--- config.mk ---
export PLATFORM = sky130hd
export DESIGN_NAME = vga_fill_arbiter
export DESIGN_NICKNAME = d
export VERILOG_FILES = /design/src/rtl/vga_fill_arbiter.sv
export SDC_FILE = /design/constraint.sdc
export NUM_CORES = 1
export LEC_CHECK = 0
export CAP_MARGIN = 20
export CORE_MARGIN = 2
export CORE_UTILIZATION = 48
export CTS_BUF_LIST = sky130_fd_sc_hd__clkbuf_2 sky130_fd_sc_hd__clkbuf_4 sky130_fd_sc_hd__clkbuf_8
export DETAILED_ROUTE_END_ITERATION = 8
export HOLD_SLACK_MARGIN = 0.15
export PLACE_DENSITY = 0.9
export SYNTH_ARGS = -nofsm -noshare
export SYNTH_HDL_FRONTEND = slang
export SYNTH_SLANG_ARGS = --single-unit
export TNS_END_PERCENT = 50
--- constraint.sdc ---
create_clock -name iCLK -period 4.4 [get_ports iCLK]
set_clock_uncertainty 0.2 [all_clocks]
set_input_delay 0.44 -clock iCLK [delete_from_list [all_inputs] [get_ports iCLK]]
set_output_delay 0.44 -clock iCLK [all_outputs]
set_load 0.1 [all_outputs]
--- src/rtl/vga_fill_arbiter.sv ---
// rtl/vga_fill_arbiter.sv - VgaAdapter write-port arbiter: CPU priority plus rectangle-fill engine.
// Optional macro VGA_FILL_TRANSP_EN enables transparent-colour byte masking.
module vga_fill_arbiter #(
  parameter logic [31:0] FB_BASE      = 32'hFF000000,
  parameter logic [31:0] FB_END       = 32'hFF012BFF,
  parameter int          LINE_WORDS   = 80,
  parameter int          LINES        = 240
`ifdef VGA_FILL_TRANSP_EN
  ,
  parameter logic [7:0]  TRANSP_COLOR = 8'hC7
`endif
) (
  input  logic        iCLK,
  input  logic        iRST_N,
  input  logic        iCpuWrite,
  input  logic [31:0] iCpuAddr,
  input  logic [31:0] iCpuWData,
  input  logic [3:0]  iCpuBE,
  input  logic        iFillStart,
  input  logic        iFillAbort,
  input  logic [6:0]  iFillX0,
  input  logic [7:0]  iFillY0,
  input  logic [6:0]  iFillW,
  input  logic [7:0]  iFillH,
  input  logic [7:0]  iFillColor,
  output logic [31:0] oVgaAddr,
  output logic [31:0] oVgaWData,
  output logic        oVgaWE,
  output logic [3:0]  oVgaBE,
  output logic        oFillBusy,
  output logic        oFillDone
);

  typedef enum logic [1:0] {S_IDLE, S_FILL, S_DONE} state_t;

  localparam logic [7:0] LW8 = 8'(LINE_WORDS);
  localparam logic [8:0] LN9 = 9'(LINES);

  state_t     state, state_nxt;
  logic [6:0] x0_q, w_q, col_q;
  logic [7:0] y0_q, h_q, row_q, color_q;

  logic       cpu_hit;
  logic [3:0] cpu_be;
  logic       eng_go, eng_we, col_last, row_last;
  logic [7:0] w_avail, w_clip;
  logic [8:0] h_avail, h_clip;
  logic [31:0] eng_addr;

  assign cpu_hit = iCpuWrite && (iCpuAddr >= FB_BASE) && (iCpuAddr <= FB_END);

`ifdef VGA_FILL_TRANSP_EN
  always_comb begin
    for (int n = 0; n < 4; n++)
      cpu_be[n] = iCpuBE[n] && (iCpuWData[8*n +: 8] != TRANSP_COLOR);
  end
  assign eng_we = (color_q != TRANSP_COLOR);
`else
  assign cpu_be = iCpuBE;
  assign eng_we = 1'b1;
`endif

  // Clip against the screen edge at widened width so an out-of-range origin yields zero, not a wrap.
  assign w_avail = ({1'b0, iFillX0} >= LW8) ? 8'd0 : LW8 - {1'b0, iFillX0};
  assign h_avail = ({1'b0, iFillY0} >= LN9) ? 9'd0 : LN9 - {1'b0, iFillY0};
  assign w_clip  = ({1'b0, iFillW} < w_avail) ? {1'b0, iFillW} : w_avail;
  assign h_clip  = ({1'b0, iFillH} < h_avail) ? {1'b0, iFillH} : h_avail;

  assign col_last = ({1'b0, col_q} == ({1'b0, x0_q} + {1'b0, w_q} - 8'd1));
  assign row_last = ({1'b0, row_q} == ({1'b0, y0_q} + {1'b0, h_q} - 9'd1));
  assign eng_go   = (state == S_FILL) && !cpu_hit;
  assign eng_addr = FB_BASE + ((32'(row_q) * 32'(LINE_WORDS) + 32'(col_q)) << 2);

  always_comb begin
    oVgaAddr  = 32'd0;
    oVgaWData = 32'd0;
    oVgaWE    = 1'b0;
    oVgaBE    = 4'h0;
    if (cpu_hit) begin
      oVgaAddr  = iCpuAddr;
      oVgaWData = iCpuWData;
      oVgaWE    = 1'b1;
      oVgaBE    = cpu_be;
    end else if (state == S_FILL) begin
      oVgaAddr  = eng_addr;
      oVgaWData = {4{color_q}};
      oVgaWE    = eng_we;
      oVgaBE    = eng_we ? 4'hF : 4'h0;
    end
  end

  always_comb begin
    state_nxt = state;
    case (state)
      S_IDLE: if (iFillStart && !iFillAbort)
                state_nxt = (w_clip == 8'd0 || h_clip == 9'd0) ? S_DONE : S_FILL;
      S_FILL: if (iFillAbort)
                state_nxt = S_IDLE;
              else if (eng_go && col_last && row_last)
                state_nxt = S_DONE;
      S_DONE: state_nxt = S_IDLE;
      default: state_nxt = S_IDLE;
    endcase
  end

  assign oFillBusy = (state == S_FILL);
  assign oFillDone = (state == S_DONE);

  always_ff @(posedge iCLK or negedge iRST_N) begin
    if (!iRST_N) begin
      state   <= S_IDLE;
      x0_q    <= '0;
      y0_q    <= '0;
      w_q     <= '0;
      h_q     <= '0;
      col_q   <= '0;
      row_q   <= '0;
      color_q <= '0;
    end else begin
      state <= state_nxt;
      if (state == S_IDLE && iFillStart && !iFillAbort) begin
        x0_q    <= iFillX0;
        y0_q    <= iFillY0;
        w_q     <= w_clip[6:0];
        h_q     <= h_clip[7:0];
        col_q   <= iFillX0;
        row_q   <= iFillY0;
        color_q <= iFillColor;
      end else if (eng_go) begin
        // Raster order: wrap to the rectangle's left edge at the end of each row.
        if (col_last) begin
          col_q <= x0_q;
          row_q <= row_q + 8'd1;
        end else begin
          col_q <= col_q + 7'd1;
        end
      end
    end
  end

endmodule
==> flow_summary.ini, run 1 <==
[clock_network]
cts_tree = done
clock_latency_ns = 0.32
cts_setup_buffers = 0
numCtsBuffers = 5
cts_root_buf = clkbuf_8
cts_buffer_depth = 2
clk_pin_slew_worst_paths_ns = 0.10
h-tree-depth = 2
clock_sinks = 55

[finish]
fin_util_pct = 67.7
areaGrowthSynthToFinish_pct = 38.5
drive_gt1_share_pct = 12.3
diodes = 0
fin_nets = 1041
stdcell_count = 1010

[synth]
synth_cell_type_count = 66
yosys_warnings = 0
synth_top_area_share_pct = 24.8
yosysMostFrequentCell = nand2_1
synth_top_flop_cell = dfrtp_1
syn-mean-instance-area_um2 = 7.85
ys_seq_elements = 55
yosysSeqAreaShare_pct = 24.8
async_flop_share_pct = 100
synthCells = 708
synth_edf_count = 0
synth_top_area_cell = dfrtp_1
ys_top_cells_by_area = dfrtp_1 (25%), ha_1 (14%), nand2_1 (5.9%)
syn_area_um2 = 5560
yosys-top-cells-count = nand2_1 (87), inv_1 (76), ha_1 (60)

[place]
dp.cells = 1001
port-buffer-count = 174
dp_hpwl_mm = 12.6
place_congestion = 0.926

[timing]
finalCritPeriodShare_pct = 94.4
finalMaxSlewViolations = 0
rsz0062_at_grt = no
fmax_mhz = 241
relSlewSlack_pct = 32.3
min_period_ns = 4.15
timing.setup.tns_ns = 0
finalHoldViolations = 0
finalSetupViolCount = 0
worst_pin_slew_ns = 1.01

[setup_path]
slowest_delay_ns = 0.60
path_cells = ha_1, ha_1, inv_1, fa_1, nor2b_1, o21a_1, o21ai_2, or4b_2, o311a_1, xor2_1, o31ai_2, buf_12
worstSetupEndpointType = primary output
cp-start-kind = flip-flop
crit_type = reg2out
crit_fanout = 9
crit_slowest_cell = or4b_2
critPathArrivalTime_ns = 3.51
cpMostUsedCell = ha_1
worst_ep_required_time_ns = 3.76

[power]
power.leakage_nw = 3.52
p_total_mw = 4.10
vdd.ir_drop.worst_uv = 678
power.density_nw_per_um2 = 534

[worst_hold_path]
hold_path_class = reg2reg

[die]
dieArea_um2 = 12500
dieHeight_um = 112
die_w_um = 112
start_util_pct = 48.9
core_area_um2 = 11400
pin_count = 182
row_count = 39

[routing]
drtIter0Drc = 507
drtAntennaViolNets = 0
vias_per_cell = 5.74
route.vias.total = 5801
drc = 0
avgRoutedWirePerCell_um = 15.9
dr.pass1.iters = 5
totalWireLength_mm = 16.1

[status]
outcome = finished clean

[grt]
grt_pass1_wl_mm = 26.3
grt-ovfl-total = 0
grt_usage_pct = 25.2
grt_pass1_vias = 5461
grt_start_max_net_pins = 56
antenna_found_initial = 0

[run]
drv_cap = 0
## metal layers
| metal | share of wire (%) | vias to the layer above | routed length, um | global-route usage (%) |
|---|---|---|---|---|
| met5 | 0 | - | 0 | 0 |
| met1 | 44 | 2718 | 7070 | 34.1 |
| met4 | 1.7 | 0 | 280 | 7.82 |
| li1 | - | 2815 | - | - |
| met2 | 49 | 242 | 7790 | 42.9 |
| met3 | 5.7 | 26 | 914 | 2.45 |
## cell usage in the layout (no fill, tap or decap), types with 6 or more instances in the layout
cell type / n
buf_12: 27
nand2_1: 87
a21oi_1: 42
a211oi_1: 7
o31ai_1: 7
xnor2_1: 29
xor2_1: 14
a22o_1: 33
dfrtp_1: 53
conb_1: 7
nand2b_1: 6
a21o_1: 9
clkdlybuf4s50_1: 111
inv_1: 76
o21ai_0: 53
nor4_1: 8
or2_2: 10
ha_1: 60
buf_4: 45
nand3_1: 25
nor3_1: 6
or3_1: 6
nor2_1: 31
nand4_1: 9
a31oi_1: 8
## power breakdown
part	switching (mW)	leakage [nW]	internal (mW)	total, mW
Combinational	1.87	2.81	1.15	3.02
Clock	0.166	0.0491	0.125	0.291
Sequential	0.156	0.660	0.635	0.791
## final cells by class
type,count,area (um2)
Clock buffer,7,83.8
Clock inverter,1,5.00
Fill cell,940,3680
Inverter,76,285
Multi-Input combinational cell,543,3760
Sequential cell,55,1380
Tap cell,143,179
Timing Repair Buffer,185,2000
## critical path: cells and delay by family (launching register included)
| kind | cells | cell delay [ns] |
|---|---|---|
| AO/OA/AOI/OAI | 4 | 0.83 |
| flip-flops | 1 | 0.50 |
| buffers and inverters | 2 | 0.29 |
| AND/OR/NAND/NOR | 2 | 0.66 |
| adder cells (fa/ha/maj) | 3 | 0.74 |
| XOR/XNOR | 1 | 0.18 |
## kinds of logic (layout without fill, tap and decap cells)
group | count (synthesis) | in the layout | share of synthesized area (%)
mux | 3 | 3 | 0.540
other cells | 1 | 7 | 0.0675
xor+xnor | 43 | 43 | 6.78
compound gates | 200 | 200 | 23.7
flops | 55 | 55 | 24.8
fa+ha+maj | 64 | 64 | 15.0
buf+inv | 116 | 269 | 8.47
simple gates | 226 | 226 | 20.7
## per-stage QoR
step / hold slack [ns] / cell area [um2] / setup slack [ns]
global placement: 0.263 / 7590 / 0.468
CTS: 0.293 / 7690 / 0.0117
finish: 0.290 / 7690 / 0.248
detailed placement: 0.273 / 7590 / 0.360
floorplan: -0.0556 / 5580 / -0.317
global route: 0.352 / 7690 / 0.0845
## state kept, by name, indices dropped and copies added, names as in the netlist
signal,count
col_q,7
color_q,8
h_q,8
row_q,8
state,2
w_q,7
x0_q,7
y0_q,8
## worst paths after layout
path | from | endpoint | slack (ns) | cells past startpoint
max | row_q[1]$_DFFE_PN0P_ | oVgaAddr[15] | 0.25 | 12
min | h_q[2]$_DFFE_PN0P_ | h_q[2]$_DFFE_PN0P_ | 0.29 | 2
max reg2reg | x0_q[1]$_DFFE_PN0P_ | state[1]$_DFFE_PN0P_ | 0.66 | 13
min reg2reg | h_q[2]$_DFFE_PN0P_ | h_q[2]$_DFFE_PN0P_ | 0.29 | 2
max in group asynchronous | iRST_N | row_q[1]$_DFFE_PN0P_ | 2.95 | 3
min in group asynchronous | iRST_N | x0_q[2]$_DFFE_PN0P_ | 0.57 | 3
## timing repair
item,4_1_cts,5_1_grt
setup endpoints to repair,0,2
hold buffers,1,0
gates resized for setup,0,4
endpoints found under the hold margin,55,0
Note: power is estimated with default switching activity, not from simulation.
==> run 2: changes to the inputs <==
- CAP_MARGIN: 20 -> not set
- CORE_UTILIZATION: 48 -> 30
- HOLD_SLACK_MARGIN: 0.15 -> not set
- PLACE_DENSITY: 0.9 -> 0.63
==> run 2 against run 1 <==
  * Global-route usage down 8.5 points
  * Critical path depth stayed put
  * Largest cell class unchanged
  * Sequential share of layout area fell by 1.2 points
  * The flow now finishes with violations (design-rule violations)
  * Sequential cell count stayed put
==> flow_summary.ini, run 2 (synthesis results as in run 1) <==
[worst_hold_path]
hold_path_class = in2async

[setup_path]
regToRegEndpoint = state[1]$_DFFE_PN0P_
worst_ep_required_time_ns = 3.76
crit_fanout = 6
worstSetupEndpointType = primary output
critPathArrivalTime_ns = 3.53
cp-start-kind = flip-flop
crit_type = reg2out
r2r_start = x0_q[1]$_DFFE_PN0P_
crit_path_start = row_q[3]$_DFFE_PN0P_
crit_path_end = oVgaAddr[15]
r2r_slack_ns = 0.72
r2r_cells = 13

[timing]
min_period_ns = 4.17
timing.setup.tns_ns = 0
finalCritPeriodShare_pct = 94.7
finalSetupViolCount = 0
fmax_mhz = 240
finalHoldViolations = 0
finalMaxSlewViolations = 0
relSlewSlack_pct = 35.0
hold-worst-slack_ns = 0.0298
worst_pin_slew_ns = 0.972
rsz0062_at_grt = no

[clock_network]
h-tree-depth = 2
ctsHoldBuffers = 0
cts_setup_buffers = 0
numCtsBuffers = 5
cts_tree = done
cts_buffer_depth = 2
postCtsResizedCells = 0
clk_pin_slew_worst_paths_ns = 0.11
clock_latency_ns = 0.33
cts_root_buf = clkbuf_8
clock_sinks = 55

[status]
violations = design-rule violations
outcome = finished, violations left

[die]
pin_count = 182
dieArea_um2 = 19600
dieHeight_um = 140
die_w_um = 140
start_util_pct = 30.7
core_area_um2 = 18100
row_count = 49

[finish]
areaGrowthSynthToFinish_pct = 48.5
layout_commonest_cell = clkdlybuf4s50_1
mostFrequentLayoutCells = clkdlybuf4s50_1 (111), nand2_1 (87), inv_1 (76)
diodes = 0
fin_util_pct = 45.6
drive_gt1_share_pct = 12.2
fin_nets = 1042

[routing]
totalWireLength_mm = 16.8
route.vias.total = 5604
vias_per_cell = 5.11
avgRoutedWirePerCell_um = 15.3
drc = 25
drtIter0Drc = 451
dr.pass1.iters = 8
drtAntennaViolNets = 0

[grt]
grt_pass1_wl_mm = 27.2
grt_start_max_net_pins = 54
grt_usage_pct = 16.8
grt_pass1_vias = 5244
grt-ovfl-total = 0
antenna_found_initial = 0

[power]
switching_share_pct = 52.2
power_frac_seq_pct = 18.5
power.density_nw_per_um2 = 510
pwr-share-comb_pct = 74.3
internal_power_mw = 2.01
vdd.ir_drop.worst_uv = 182
power.leakage_nw = 3.64
power_frac_clock_pct = 7.2
p_switching_mw = 2.19
p_total_mw = 4.20

[place]
dp_hpwl_mm = 13.6
port-buffer-count = 174
place_congestion = 0.910

[run]
drv_cap = 0
run 2: cell count changes in the layout (fill, tap and decap cells not counted), moves of 2 or more:
cell | previous run | this run
dfrtp_1 | 53 | 55
buf_4 | 45 | 11
dfrtp_2 | 2 | 0
buf_12 | 27 | 63
inv_6 | 0 | 2
clkbuf_4 | 2 | 0
run 2: how the worst min path moves through the flow:
stage / end / slack (ns)
final: x0_q[2]$_DFFE_PN0P_ / 0.03
after global placement: w_q[3]$_DFFE_PN0P_ / 0.26
after CTS: row_q[4]$_DFFE_PN0P_ / 0.07
after detailed placement: w_q[3]$_DFFE_PN0P_ / 0.27
after floorplan: col_q[0]$_DFFE_PN0P_ / -0.06
after global routing: w_q[4]$_DFFE_PN0P_ / 0.12
run 2: power by group through the flow:
stage,registers [mW],logic [mW],clock network [mW]
floorplan,0.743,2.25,0
global placement,0.784,3.11,0
detailed placement,0.791,3.13,0
CTS,0.780,3.15,0.313
global route,0.801,3.41,0.336
finish,0.778,3.13,0.301
run 2: cell type report:
cell class,count,area [um2]
repair buffers,186,2460
well taps,229,287
fillers,1747,9830
multi-input cells,543,3750
clock inverters,3,22.5
flip-flops and latches,55,1380
clock buffers,5,68.8
inverters,76,285
run 2: layer usage:
layer	GRT usage, %	vias to the layer above	share of wire (%)
li1	-	2815	-
met1	23.9	2571	48
met2	27.5	208	44
met3	2.26	10	7.2
met4	2.92	0	0.83
met5	0	-	0
run 2: metrics by stage:
| stage | worst slack (ns) | instance area, um2 | instances |
|---|---|---|---|
| 5_1_grt | 0.00934 | 8250 | 1097 |
| 4_1_cts | 0.0974 | 8250 | 1097 |
| 2_1_floorplan | -0.317 | 5580 | 714 |
| 3_3_place_gp | 0.526 | 8160 | 1089 |
| 3_5_place_dp | 0.363 | 8160 | 1089 |
| 6_report | 0.233 | 8250 | 1097 |
run 2: critical path: stages (launching register included):
cell	delay, ns
dfrtp_1	0.48
ha_1	0.31
ha_1	0.21
inv_1	0.07
fa_1	0.20
nor2b_1	0.06
o21a_1	0.17
o21ai_1	0.25
or4b_2	0.61
o311a_1	0.17
xor2_1	0.18
o31ai_2	0.28
buf_12	0.22
